[src/rtl/uart_tx_arbiter_if.sv]
// Byte-stream bundle between the console/debug clients, the arbiter and the
// uart_tx_fifo write port.
//   req_valid/req_data/req_last : per-client byte offer (client i owns bits [8i+7:8i] of req_data)
//   req_ack                     : per-client one-hot "byte taken this cycle"
//   wr_en/wr_data               : FIFO write strobe and byte
//   fifo_ready                  : FIFO can take a write this cycle
// master = client/FIFO side, slave = arbiter side.
interface uart_tx_arbiter_if #(
  parameter int N_REQ = 4
);
  logic [N_REQ-1:0]   req_valid;
  logic [8*N_REQ-1:0] req_data;
  logic [N_REQ-1:0]   req_last;
  logic [N_REQ-1:0]   req_ack;
  logic               wr_en;
  logic [7:0]         wr_data;
  logic               fifo_ready;

  modport master (
    output req_valid, req_data, req_last, fifo_ready,
    input  req_ack, wr_en, wr_data
  );

  modport slave (
    input  req_valid, req_data, req_last, fifo_ready,
    output req_ack, wr_en, wr_data
  );
endinterface

[src/rtl/uart_tx_arbiter.sv]
// Round-robin, packet-at-a-time arbiter sharing one uart_tx_fifo write port
// between N_REQ byte-stream clients, with a watchdog that releases a grant
// whose client stalls mid-packet.
//
// Ports:
//   clk      : system clock
//   rst_n    : synchronous active-low reset
//   bus      : client byte streams, acks and FIFO write port (slave modport)
//   grant    : one-hot registered grant, 0 when idle
//   grant_id : index of the granted client, 0 when idle
//   busy     : high while a grant is held
//   timeout  : one-cycle pulse when the watchdog releases a grant
//
// state | meaning
// ------+---------------------------------------------------------------
// IDLE  | no grant; arbitrate among req_valid starting from rr_q
// GRANT | one client owns the write port until its last byte or timeout
module uart_tx_arbiter #(
  parameter int N_REQ       = 4,
  parameter int TIMEOUT_CYC = 1023,
  parameter int CNT_W       = 10
) (
  input  logic               clk,
  input  logic               rst_n,
  uart_tx_arbiter_if.slave   bus,
  output logic [N_REQ-1:0]   grant,
  output logic [2:0]         grant_id,
  output logic               busy,
  output logic               timeout
);

  localparam int IDX_W = (N_REQ > 1) ? $clog2(N_REQ) : 1;

  typedef enum logic {IDLE, GRANT} state_t;

  state_t             state_q, state_d;
  logic [IDX_W-1:0]   gid_q, gid_d;
  logic [IDX_W-1:0]   rr_q, rr_d;
  logic [CNT_W-1:0]   wdog_q, wdog_d;
  logic [N_REQ-1:0]   grant_d;
  logic [IDX_W-1:0]   winner;
  logic [IDX_W-1:0]   gid_inc;
  logic [7:0]         data_arr [N_REQ];
  logic               any_req;
  logic               cur_valid;
  logic               cur_last;
  logic               in_grant;
  logic               xfer;
  logic               stall;
  logic               expire;

  always_comb begin
    for (int i = 0; i < N_REQ; i++) begin
      data_arr[i] = bus.req_data[8*i +: 8];
    end
  end

  assign in_grant  = (state_q == GRANT);
  assign cur_valid = bus.req_valid[gid_q];
  assign cur_last  = bus.req_last[gid_q];
  assign any_req   = |bus.req_valid;

  // rst_n gating keeps the write port and the timeout pulse quiet in any
  // cycle where reset is asserted, even before the reset edge lands.
  assign xfer   = rst_n & in_grant & cur_valid & bus.fifo_ready;
  assign stall  = in_grant & ~cur_valid;
  assign expire = rst_n & stall & (wdog_q == CNT_W'(TIMEOUT_CYC - 1));

  assign gid_inc = (gid_q == IDX_W'(N_REQ - 1)) ? '0 : gid_q + IDX_W'(1);

  // Winner is the first requesting client at or above rr_q, wrapping.
  // Scanning from the far end down lets the nearest hit overwrite the rest.
  always_comb begin
    int               idx;
    logic [IDX_W-1:0] cand;
    winner = '0;
    idx    = 0;
    cand   = '0;
    for (int k = N_REQ - 1; k >= 0; k--) begin
      idx = int'(rr_q) + k;
      if (idx >= N_REQ) idx = idx - N_REQ;
      cand = IDX_W'(idx);
      if (bus.req_valid[cand]) winner = cand;
    end
  end

  always_ff @(posedge clk) begin
    if (!rst_n) begin
      state_q <= IDLE;
      gid_q   <= '0;
      rr_q    <= '0;
      wdog_q  <= '0;
      grant   <= '0;
    end else begin
      state_q <= state_d;
      gid_q   <= gid_d;
      rr_q    <= rr_d;
      wdog_q  <= wdog_d;
      grant   <= grant_d;
    end
  end

  always_comb begin
    state_d = state_q;
    gid_d   = gid_q;
    rr_d    = rr_q;
    wdog_d  = wdog_q;
    grant_d = grant;
    case (state_q)
      IDLE: begin
        wdog_d = '0;
        if (any_req) begin
          state_d         = GRANT;
          gid_d           = winner;
          grant_d         = '0;
          grant_d[winner] = 1'b1;
        end
      end
      GRANT: begin
        if (xfer) begin
          // A transfer always beats a coincident watchdog expiry.
          wdog_d = '0;
          if (cur_last) begin
            state_d = IDLE;
            gid_d   = '0;
            rr_d    = gid_inc;
            grant_d = '0;
          end
        end else if (expire) begin
          state_d = IDLE;
          gid_d   = '0;
          rr_d    = gid_inc;
          grant_d = '0;
          wdog_d  = '0;
        end else if (stall) begin
          wdog_d = wdog_q + CNT_W'(1);
        end
        // valid & !fifo_ready is backpressure: count holds.
      end
      default: begin
        state_d = IDLE;
        gid_d   = '0;
        grant_d = '0;
        wdog_d  = '0;
      end
    endcase
  end

  always_comb begin
    bus.wr_en          = xfer;
    bus.wr_data        = data_arr[gid_q];
    bus.req_ack        = '0;
    bus.req_ack[gid_q] = xfer;
    timeout            = expire;
    busy               = in_grant;
    grant_id           = 3'(gid_q);
  end

endmodule
[src/flat_wrapper.sv]
// flat-port wrapper written by rule: the top's interface ports become plain ports
module uart_tx_arbiter_flat 
#(
  parameter int N_REQ       = 4,
  parameter int TIMEOUT_CYC = 1023,
  parameter int CNT_W       = 10
)
  (clk, rst_n, grant, grant_id, busy, timeout, bus_req_valid, bus_req_data, bus_req_last, bus_fifo_ready, bus_req_ack, bus_wr_en, bus_wr_data);
  uart_tx_arbiter_if #(.N_REQ(N_REQ)) bus_i ();
  input  logic clk;
  input  logic rst_n;
  output logic [N_REQ-1:0] grant;
  output logic [2:0] grant_id;
  output logic busy;
  output logic timeout;
  input wire logic [$bits(bus_i.req_valid)-1:0] bus_req_valid;
  input wire logic [$bits(bus_i.req_data)-1:0] bus_req_data;
  input wire logic [$bits(bus_i.req_last)-1:0] bus_req_last;
  input wire logic [$bits(bus_i.fifo_ready)-1:0] bus_fifo_ready;
  output wire logic [$bits(bus_i.req_ack)-1:0] bus_req_ack;
  output wire logic [$bits(bus_i.wr_en)-1:0] bus_wr_en;
  output wire logic [$bits(bus_i.wr_data)-1:0] bus_wr_data;
  assign bus_i.req_valid = bus_req_valid;
  assign bus_i.req_data = bus_req_data;
  assign bus_i.req_last = bus_req_last;
  assign bus_i.fifo_ready = bus_fifo_ready;
  assign bus_req_ack = bus_i.req_ack;
  assign bus_wr_en = bus_i.wr_en;
  assign bus_wr_data = bus_i.wr_data;
  uart_tx_arbiter #(.N_REQ(N_REQ), .TIMEOUT_CYC(TIMEOUT_CYC), .CNT_W(CNT_W)) u_core (.clk(clk), .rst_n(rst_n), .bus(bus_i), .grant(grant), .grant_id(grant_id), .busy(busy), .timeout(timeout));
endmodule
[config.mk]
export PLATFORM = sky130hd
export DESIGN_NAME = uart_tx_arbiter_flat
export DESIGN_NICKNAME = d
export VERILOG_FILES = /design/src/rtl/uart_tx_arbiter_if.sv /design/src/rtl/uart_tx_arbiter.sv /design/src/flat_wrapper.sv
export SDC_FILE = /design/constraint.sdc
export NUM_CORES = 1
export LEC_CHECK = 0
export BUFFER_PORTS_ARGS = -buffer_cell sky130_fd_sc_hd__buf_2
export CAP_MARGIN = 20
export CORE_ASPECT_RATIO = 0.6
export CORE_MARGIN = 10
export CORE_UTILIZATION = 46
export CTS_BUF_LIST = sky130_fd_sc_hd__clkbuf_16
export DETAILED_ROUTE_END_ITERATION = 12
export GPL_TIMING_DRIVEN = 0
export PLACE_DENSITY = 0.8
export SLEW_MARGIN = 15
export SYNTH_ARGS = -nofsm -noshare
export SYNTH_HDL_FRONTEND = slang
export SYNTH_SLANG_ARGS = --single-unit
[constraint.sdc]
create_clock -name clk -period 2.4 [get_ports clk]
set_input_delay 0.12 -clock clk [delete_from_list [all_inputs] [get_ports clk]]
set_output_delay 0.12 -clock clk [all_outputs]
set_load 0.1 [all_outputs]
==> results by group, run 1 <==
Status
  • Status: finished, final reports clean

STA
  • Max-slew violation count: 0
  • Hold Violations, Final: 0
  • Slew HR: 58.11%
  • Worst-Margin Slew: 0.6235 ns
  • RSZ-0062 raised after global routing: no
  • Crit path time final: 2.265 ns
  • Hold slack: 0.1873 ns
  • Max Clk Rate: 441.4 MHz
  • Tcrit/Tclk final: 94.39%
  • Worst Skew: 0.001820 ns
  • Final Setup Violations: 0

Yosys
  • Netlist cell types: 38
  • Synth Area per Inst: 9.207 um^2
  • Synth warn: 0
  • Top FF cell, synth: dfxtp_1
  • Mapped Area: 0.001335 mm^2
  • Post-synthesis sequential area ratio: 28.49%
  • #FFs+latches synth: 19
  • Post-synth net total: 194
  • Async set-reset flop share out of synthesis: 0%
  • Post-synth EDFFs: 0
  • Post-synthesis instance total: 145

Placed design
  • Input/output buffers: 63
  • Post-DP HPWL: 3310 um
  • Placed insts: 242
  • Gp weighted congestion: 0.8658
  • Post-DP Area: 0.001719 mm^2

Clocking
  • Hold bufs inserted after CTS: 0
  • H-tree depth: 1
  • CTS max path bufs: 2
  • Clock latency on the worst-skew pair: 0.25 ns
  • CTS sink cnt: 19
  • Clk slew on worst S/H paths: 0.06 ns
  • Total CTS buffers: 3
  • CTS tree: done
  • Clk root buf: clkbuf_16

GRT
  • First-pass GRT wire length: 6527 um
  • Grt total ovfl: 0
  • Total GRT Usage: 15.20%
  • Initial antenna violation count: 0
  • Largest net degree at the start of global routing: 12
  • Vias in the first global route: 1338

Critical path
  • CP endpoint kind: output pin
  • Slowest stage cell, crit path: mux4_2
  • Buf+Inv Stages, Crit Path: 2
  • Flop2flop setup slack: 0.30 ns
  • CP max FO: 5
  • CP Launch Point: u_core.gid_q[0]
  • Worst path cell trace: buf_6, mux4_2, nor4_4, nor2b_4, clkbuf_4
  • Depth of the worst register-to-register path: 6
  • Crit. path cell count: 5
  • CP peak stage delay: 0.55 ns
  • Critical path data arrival time: 2.15 ns
  • Crit Path Category: reg -> out
  • Reg2reg end: u_core.wdog_q[9]
  • Cell family with most CP delay: multiplexers
  • RR Startpoint: u_core.gid_q[0]
  • Critical Path RT: 2.28 ns
  • CP endpoint: timeout
  • Startpoint Class: flip-flop

Floorplan
  • DIE WIDTH: 89.55 um
  • Total die area: 0.005528 mm^2
  • Row cnt: 15
  • Core area: 0.002815 mm^2
  • Initial core utilization: 47.42%
  • Die Ht: 61.73 um
  • I/O pin cnt: 65

Drt
  • Initial DRT Pass Iterations: 4
  • Drt first-iter violations: 101
  • Total number of vias: 1330
  • Detailed Route WL: 3987 um
  • Via/cell ratio: 5.385
  • Post-route DRC: 0
  • Routed Antenna Nets: 0
  • Avg WL per Cell: 16.14 um

Flow run
  • Max-Cap Viols: 0

Finish
  • Core Util, Final: 64.22%
  • Layout area overhead: 35.43%
  • Final Non-Filler Cells: 247
  • Antenna diodes: 0
  • Final Net Count: 263
  • Post-layout instance area: 0.001808 mm^2
  • Layout cells sized above 1: 43.19%

Hold path
  • Worst Hold Class: in -> reg

Pwr
  • Maximum vdd drop: 0.2926 mV
  • Power Density: 548.0 mW/mm^2
  • Leakage power: 0.7951 nW
==> synth_stat cells, drive strengths merged (2+ instances only) <==
cell type   n  share of area [%]
o21ai       2               0.75
nand2b      5                2.3
a22o        2                1.3
inv         6                1.7
a22oi       2                1.1
a21oi       6                2.5
o2bb2ai     2                1.3
xor2        8                5.2
dfxtp      19                 28
mux4       10                 17
nor2       14                3.9
and3        3                1.4
nor3        2               0.75
nand2      15                4.2
clkbuf      6                1.7
nand4       5                2.3
ha          6                5.6
mux2i       4                3.0
buf         2                1.4
o22ai       2               0.94
and2        4                1.9
nor4        2                2.1
nand3       4                1.5
nor2b       3                1.4
==> sequential cells by signal (all words and copies together), names as in the netlist <==
register	cells
u_core.gid_q	2
u_core.busy	1
u_core.rr_q	2
u_core.grant	4
u_core.wdog_q	10
==> per-layer routing <==
layer	share of wire, %	vias up	GRT usage (%)
li1	-	660	-
met1	49	625	20.84
met2	44	41	23.46
met3	6.6	4	4.427
met4	0.85	0	2.477
met5	0	-	0
==> stage by stage <==
| stage | worst slack, ns | TNS, ns | power (mW) |
|---|---|---|---|
| CTS | 0.02098 | 0 | 0.9920 |
| detailed placement | 0.3041 | 0 | 0.6458 |
| global placement | 0.2792 | 0 | 0.6431 |
| floorplan | -0.004698 | -0.01879 | 0.5709 |
| global route | 0.06407 | 0 | 1.026 |
| finish | 0.1347 | 0 | 0.9909 |
==> cells in the final DEF, fill, tap and decap left out, drive strengths merged, types with 4 or more instances in the layout <==
cell type	netlist	routed
buf	2	64
mux4	10	10
nand2b	5	5
ha	6	6
nand3	4	4
nand4	5	5
xor2	8	8
mux2i	4	4
and2	4	4
a21oi	6	6
nor2	14	14
dfxtp	19	19
nand2	15	15
clkbuf	6	11
inv	6	6
==> where the power goes <==
| group | switching, mW | internal (mW) |
|---|---|---|
| clock | 0.126 | 0.224 |
| combinational | 0.223 | 0.0862 |
| sequential | 0.00766 | 0.324 |
==> worst register-to-register path, delay by kind of cell (launching register included) <==
kind / cells / cell delay, ns
simple gates: 3 / 0.60
buf+inv: 2 / 0.47
flops: 1 / 0.36
mux: 1 / 0.55
==> area by class of cell <==
| cell class | instances | area (um^2) |
|---|---|---|
| sequential | 19 | 386.6 |
| fill | 239 | 1007 |
| inverter | 6 | 22.52 |
| buffer | 8 | 42.54 |
| timing repair buffer | 64 | 322.8 |
| multi-input combinational | 112 | 910.9 |
| clock inverter | 1 | 5.005 |
| tap | 34 | 42.54 |
| clock buffer | 3 | 75.07 |
==> worst min-delay path by stage <==
stage | start | endpoint | slack [ns] | cells past startpoint
after floorplan | rst_n | u_core.rr_q[1] | 0.27 | 2
after global placement | rst_n | u_core.rr_q[1] | 0.44 | 3
after detailed placement | rst_n | u_core.rr_q[1] | 0.45 | 3
after CTS | rst_n | u_core.rr_q[1] | 0.18 | 3
after global routing | rst_n | u_core.busy | 0.19 | 2
final | rst_n | u_core.rr_q[1] | 0.19 | 3
==> what timing repair did <==
item | 4_1_cts | 5_1_grt
endpoints found under the setup margin | 0 | 11
resized for setup | 0 | 4
setup buffers | 0 | 0
==> kinds of logic after synthesis <==
logic type | Yosys count | synth area share, %
xor gates and xnor gates | 9 | 5.905
muxes | 14 | 19.87
other | 1 | 0.2809
DFF | 19 | 28.49
and+or+nand+nor | 59 | 22.87
buffers and inverters | 14 | 4.780
AOI/OAI and AO/OA | 23 | 12.18
adders and majority gates | 6 | 5.623
Power figures use the tool's default switching activity.
==> run 2, diff against run 1 <==
--- a/config.mk
+++ b/config.mk
@@ -13,7 +13,7 @@
 export CTS_BUF_LIST = sky130_fd_sc_hd__clkbuf_16
 export DETAILED_ROUTE_END_ITERATION = 12
 export GPL_TIMING_DRIVEN = 0
-export PLACE_DENSITY = 0.8
+export PLACE_DENSITY = 0.83
 export SLEW_MARGIN = 15
 export SYNTH_ARGS = -nofsm -noshare
 export SYNTH_HDL_FRONTEND = slang
==> run 2 against run 1 <==
  * Critical path depth unchanged
  * Critical path type unchanged
  * Non-clock buffer count stayed put
  * Critical endpoint unchanged
  * Global-route usage rose by 0.42 points
  * Largest power group unchanged
  * Clock skew barely moved
  * Sequential power is essentially flat
  * Clock power down 2%
  * Count of clock-buffer cells in the layout unchanged
  * Core utilization unchanged
  * Combinational power hardly changed
==> results by group, run 2 (synthesis gave the netlist of run 1 again) <==
Floorplan
  • DIE WIDTH: 89.55 um (unchanged)
  • Initial core utilization: 47.42% (unchanged)
  • Die Ht: 61.73 um (unchanged)
  • Total die area: 0.005528 mm^2 (unchanged)
  • Core area: 0.002815 mm^2 (unchanged)
  • I/O pin cnt: 65 (unchanged)
  • Row cnt: 15 (unchanged)

Placed design
  • Input/output buffers: 63 (unchanged)
  • Gp weighted congestion: 0.8749 (was 0.8658)
  • Post-DP Area: 0.001719 mm^2 (unchanged)
  • Post-DP HPWL: 3397 um (was 3310 um)

Finish
  • Layout cells sized above 1: 43.19% (unchanged)
  • Layout area overhead: 35.43% (unchanged)
  • Final Net Count: 263 (unchanged)
  • Antenna diodes: 0 (unchanged)
  • Biggest regs: u_core.wdog_q x10, u_core.grant x4 (unchanged)
  • Core Util, Final: 64.22% (unchanged)
  • Post-layout instance area: 0.001808 mm^2 (unchanged)
  • Top reg by flops: u_core.wdog_q (unchanged)
  • Most frequent cells in the layout: buf_2, dfxtp_1, nand2_1 (unchanged)
  • Flip-flop count of the largest register after layout: 10 (unchanged)
  • Fillcell total: 231 (was 239)
  • Most common cell after layout, fill and taps aside: buf_2 (unchanged)

Drt
  • Drt first-iter violations: 123 (was 101)
  • Detailed Route WL: 4143 um (was 3987 um)
  • Routed Antenna Nets: 0 (unchanged)
  • Total number of vias: 1348 (was 1330)
  • Avg WL per Cell: 16.77 um (was 16.14 um)
  • Via/cell ratio: 5.457 (was 5.385)
  • Post-route DRC: 0 (unchanged)
  • Initial DRT Pass Iterations: 4 (unchanged)

STA
  • Max-slew violation count: 0 (unchanged)
  • Final Setup Violations: 0 (unchanged)
  • RSZ-0062 raised after global routing: no (unchanged)
  • Slew HR: 52.90% (was 58.11%)
  • Hold Violations, Final: 0 (unchanged)
  • Tcrit/Tclk final: 94.72% (was 94.39%)
  • Hold slack: 0.1853 ns (was 0.1873 ns)
  • Setup TNS: 0 ns (unchanged)
  • Crit path time final: 2.273 ns (was 2.265 ns)
  • Worst-Margin Slew: 0.7011 ns (was 0.6235 ns)
  • Max Clk Rate: 439.9 MHz (was 441.4 MHz)
  • Worst Skew: 0.002014 ns (was 0.001820 ns)

GRT
  • Largest net degree at the start of global routing: 12 (unchanged)
  • Grt total ovfl: 0 (unchanged)
  • First-pass GRT wire length: 6644 um (was 6527 um)
  • Total GRT Usage: 15.62% (was 15.20%)
  • Vias in the first global route: 1380 (was 1338)
  • Initial antenna violation count: 0 (unchanged)

Pwr
  • Design Power: 0.9869 mW (was 0.9909 mW)
  • Leakage power: 0.7957 nW (was 0.7951 nW)
  • Maximum vdd drop: 0.3481 mV (was 0.2926 mV)
  • Power Density: 545.9 mW/mm^2 (was 548.0 mW/mm^2)

Status
  • Status: finished, final reports clean (unchanged)

Clocking
  • Clock latency on the worst-skew pair: 0.25 ns (about the same)
  • Hold bufs inserted after CTS: 0 (unchanged)
  • CTS tree: done (unchanged)
  • CTS sink cnt: 19 (unchanged)
  • Total CTS buffers: 3 (unchanged)
  • CTS max path bufs: 2 (unchanged)
  • H-tree depth: 1 (unchanged)
  • Clk slew on worst S/H paths: 0.05 ns (was 0.06 ns)
  • Clk root buf: clkbuf_16 (unchanged)
  • Postcts setup bufs: 0 (unchanged)

Critical path
  • CP max FO: 5 (unchanged)
  • Critical Path RT: 2.28 ns (about the same)
  • CP endpoint kind: output pin (unchanged)
  • CP peak stage delay: 0.55 ns (about the same)
  • Startpoint Class: flip-flop (unchanged)
  • Worst path cell trace: buf_6, mux4_2, nor4_4, nor2b_4, buf_4 (was buf_6, mux4_2, nor4_4, nor2b_4, clkbuf_4)
  • Crit Path Category: reg -> out (unchanged)
  • Slowest stage cell, crit path: mux4_2 (unchanged)
  • Critical path data arrival time: 2.15 ns (about the same)

Hold path
  • Worst Hold Class: in -> reg (unchanged)

Flow run
  • Max-Cap Viols: 0 (unchanged)
## run 2: where the power goes
group | internal (mW) | switching (mW)
clock network | 0.223 | 0.120
registers | 0.324 | 0.00800
logic | 0.0864 | 0.225
total | 0.633 | 0.353
## run 2: path summary, 6_finish.rpt
path	startpoint	cells after the start	slack, ns	endpoint
min reg2reg	u_core.grant[3]	1	0.49	u_core.grant[3]
max	u_core.gid_q[0]	5	0.13	timeout
min	rst_n	3	0.19	u_core.rr_q[1]
max reg2reg	u_core.gid_q[0]	6	0.25	u_core.wdog_q[0]
## run 2: cell type report
type                       count  area (um^2)  area share, %
timing repair buffer          64        322.8          17.85
sequential                    19        386.6          21.38
clock buffer                   3        75.07          4.152
inverter                       6        22.52          1.246
buffer                         8        42.54          2.353
multi-input combinational    112        910.9          50.38
clock inverter                 1        5.005         0.2768
tap                           34        42.54          2.353
## run 2: worst max-delay path, delay by kind of cell, from the launching register on
family	cells	cell delay [ns]
flops	1	0.36
buf+inv	2	0.42
mux	1	0.55
simple gates	2	0.57
## run 2: per-layer routing
metal / vias to the layer above / GRT usage, % / share of wire [%]
li1: 659 / - / -
met1: 651 / 19.85 / 46
met2: 36 / 26.44 / 48
met3: 2 / 4.167 / 5.0
met4: 0 / 2.703 / 0.68
met5: - / 0 / 0
## run 2: metrics by stage
stage / setup slack, ns / std cells
after floorplan: -0.004698 / 145
after global placement: 0.2805 / 242
after detailed placement: 0.2771 / 242
after CTS: 0.01116 / 246
after global routing: 0.06032 / 247
final: 0.1267 / 247
## run 2: what timing repair did
item | 4_1_cts | 5_1_grt
pin swaps | 0 | 0
hold endpoints to repair | 0 | 0
endpoints found under the setup margin | 1 | 10
resized for setup | 1 | 3
==> run 3, diff against run 2 <==
--- a/config.mk
+++ b/config.mk
@@ -6,7 +6,6 @@
 export NUM_CORES = 1
 export LEC_CHECK = 0
 export BUFFER_PORTS_ARGS = -buffer_cell sky130_fd_sc_hd__buf_2
-export CAP_MARGIN = 20
 export CORE_ASPECT_RATIO = 0.6
 export CORE_MARGIN = 10
 export CORE_UTILIZATION = 46
==> constraint.sdc (replaced) <==
create_clock -name clk -period 2.4 [get_ports clk]
set_input_delay 0.12 -clock clk [delete_from_list [all_inputs] [get_ports clk]]
set_output_delay 0.12 -clock clk [all_outputs]
set_load 0.01 [all_outputs]
==> run 3 against run 2 <==
  * Clock power is 2% lower
  * Global-route usage fell by 1.4 points
  * Clock skew is essentially flat
  * Total power down 14%
  * Design area shrank 1.6%
  * Critical path depth grew 1
  * Via count is 2.4% higher
  * Register-to-register slack is essentially flat
  * Combinational power is 44% lower
  * Die area did not move
  * Largest cell class unchanged
  * Routed wire length grew 1.7%
  * Sequential cell count did not move
==> results by group, run 3 (synthesis gave the netlist of run 1 again) <==
Pwr
  • Maximum vdd drop: 0.5166 mV (was 0.3481 mV)
  • Power Density: 475.3 mW/mm^2 (was 545.9 mW/mm^2)
  • Leakage power: 0.7863 nW (was 0.7957 nW)

Status
  • Status: finished, final reports clean (unchanged)

Placed design
  • Setup WS pre-CTS: 0.2422 ns (was 0.2771 ns)
  • Post-DP Area: 0.001693 mm^2 (was 0.001719 mm^2)
  • Post-DP HPWL: 3458 um (was 3397 um)
  • Input/output buffers: 63 (unchanged)
  • Placed insts: 242 (unchanged)
  • Gp weighted congestion: 0.8218 (was 0.8749)

Floorplan
  • Core area: 0.002815 mm^2 (unchanged)
  • Total die area: 0.005528 mm^2 (unchanged)
  • Die Ht: 61.73 um (unchanged)
  • Initial core utilization: 47.42% (unchanged)
  • Row cnt: 15 (unchanged)
  • DIE WIDTH: 89.55 um (unchanged)
  • I/O pin cnt: 65 (unchanged)

Flow run
  • Max-Cap Viols: 0 (unchanged)

GRT
  • Vias in the first global route: 1300 (was 1380)
  • Largest net degree at the start of global routing: 11 (was 12)
  • Total GRT Usage: 14.20% (was 15.62%)
  • Gr busiest metal: met2 (unchanged)
  • Initial antenna violation count: 0 (unchanged)
  • First-pass GRT wire length: 6203 um (was 6644 um)
  • Met3 Track Usage GR: 4.297% (was 4.167%)
  • Met2 Usage GRT: 21.19% (was 26.44%)
  • Grt total ovfl: 0 (unchanged)
  • M1 GR Usage: 20.55% (was 19.85%)

Clocking
  • Clk slew on worst S/H paths: 0.05 ns (about the same)
  • Hold bufs inserted after CTS: 0 (unchanged)
  • CTS sink cnt: 19 (unchanged)
  • Postcts setup bufs: 0 (unchanged)
  • Clock latency on the worst-skew pair: 0.25 ns (about the same)
  • CTS max path bufs: 2 (unchanged)
  • CTS tree: done (unchanged)
  • Total CTS buffers: 3 (unchanged)
  • Clk root buf: clkbuf_16 (unchanged)
  • H-tree depth: 1 (unchanged)

Critical path
  • Buf+Inv Stages, Crit Path: 2 (unchanged)
  • Depth of the worst register-to-register path: 6 (unchanged)
  • Crit. path cell count: 6 (was 5)
  • Startpoint Class: flip-flop (unchanged)
  • Crit Path Category: reg -> reg (was reg -> out)
  • Cell family with most CP delay: simple AND/OR/NAND/NOR gates (unchanged)
  • CP endpoint kind: flip-flop (was output pin)
  • Worst path cell trace: buf_6, mux4_2, nor4_4, or3_1, clkbuf_1, nor2_1 (was buf_6, mux4_2, nor4_4, nor2b_4, buf_4)
  • CP max FO: 10 (was 5)
  • Critical path data arrival time: 2.29 ns (was 2.15 ns)
  • CP peak stage delay: 0.55 ns (about the same)
  • Slowest stage cell, crit path: mux4_2 (unchanged)
  • Critical Path RT: 2.52 ns (was 2.28 ns)

Drt
  • Total number of vias: 1380 (was 1348)
  • Routed Antenna Nets: 0 (unchanged)
  • Initial DRT Pass Iterations: 5 (was 4)
  • Via/cell ratio: 5.610 (was 5.457)
  • Detailed Route WL: 4214 um (was 4143 um)
  • Post-route DRC: 0 (unchanged)
  • Drt first-iter violations: 136 (was 123)
  • Avg WL per Cell: 17.13 um (was 16.77 um)

STA
  • Crit path time final: 2.164 ns (was 2.273 ns)
  • RSZ-0062 raised after global routing: no (unchanged)
  • Max-slew violation count: 0 (unchanged)
  • Max Clk Rate: 462.2 MHz (was 439.9 MHz)
  • Slew HR: 47.14% (was 52.90%)
  • PnR worst setup slack: 0.2362 ns (was 0.1267 ns)
  • Tcrit/Tclk final: 90.16% (was 94.72%)
  • Final Setup Violations: 0 (unchanged)
  • Worst Skew: 0.002140 ns (was 0.002014 ns)
  • Setup TNS: 0 ns (unchanged)
  • Hold Violations, Final: 0 (unchanged)
  • Worst-Margin Slew: 0.7864 ns (was 0.7011 ns)

Finish
  • Biggest regs: u_core.wdog_q x10, u_core.grant x4 (unchanged)
  • Most common cell after layout, fill and taps aside: buf_2 (unchanged)
  • Layout area overhead: 33.27% (was 35.43%)
  • Antenna diodes: 0 (unchanged)
  • Post-layout instance area: 0.001779 mm^2 (was 0.001808 mm^2)
  • Final Net Count: 262 (was 263)
  • Final Non-Filler Cells: 246 (was 247)
  • Flip-flop count of the largest register after layout: 10 (unchanged)
  • Layout cells sized above 1: 38.68% (was 43.19%)
  • Top reg by flops: u_core.wdog_q (unchanged)
  • Most frequent cells in the layout: buf_2, dfxtp_1, nand2_1 (unchanged)

Hold path
  • Worst Hold Class: in -> reg (unchanged)
  • Hold Path Depth: 2 (was 3)
run 3: changes by cell type in the layout (fill, tap and decap cells not counted), sizes merged:
cell and change:
inv +1, clkinv -1, clkbuf -1
run 3: what timing repair did:
item                                   4_1_cts  5_1_grt
setup endpoints to repair                    0        2
resized for setup                            0        2
endpoints found under the hold margin        0        0
run 3: cell type report:
| cell class | instances | area (um^2) |
|---|---|---|
| Fill cell | 254 | 1036 |
| Tap cell | 34 | 42.54 |
| Clock buffer | 3 | 75.07 |
| Clock inverter | 1 | 3.754 |
| Inverter | 6 | 22.52 |
| Multi-Input combinational cell | 112 | 897.1 |
| Buffer | 8 | 42.54 |
| Timing Repair Buffer | 63 | 315.3 |
| Sequential cell | 19 | 380.4 |
run 3: routing by layer:
| metal | up-vias | routed length, um |
|---|---|---|
| li1 | 659 | - |
| met1 | 656 | 1911 |
| met2 | 61 | 1963 |
| met3 | 4 | 322 |
| met4 | 0 | 17 |
| met5 | - | 0 |
run 3: final timing paths:
| check | from | end | slack [ns] |
|---|---|---|---|
| setup / recovery | u_core.gid_q[0] | u_core.wdog_q[0] | 0.24 |
| hold / removal | rst_n | u_core.busy | 0.20 |
| setup reg to reg | u_core.gid_q[0] | u_core.wdog_q[0] | 0.24 |
| hold reg to reg | u_core.grant[3] | u_core.grant[3] | 0.49 |
run 3: report_power, final:
group | internal (mW) | switching (mW)
combinational | 0.0851 | 0.0906
sequential | 0.324 | 0.00848
clock | 0.222 | 0.116
total | 0.631 | 0.215
run 3: per-stage QoR:
step | utilization (%) | total power [mW] | hold slack [ns]
after floorplan | - | 0.4328 | 0.2655
after global placement | 60.13 | 0.5057 | 0.4429
after detailed placement | 60.13 | 0.5113 | 0.4411
after CTS | 62.93 | 0.8454 | 0.1955
after global routing | 63.20 | 0.8783 | 0.2098
final | 63.20 | 0.8456 | 0.2000
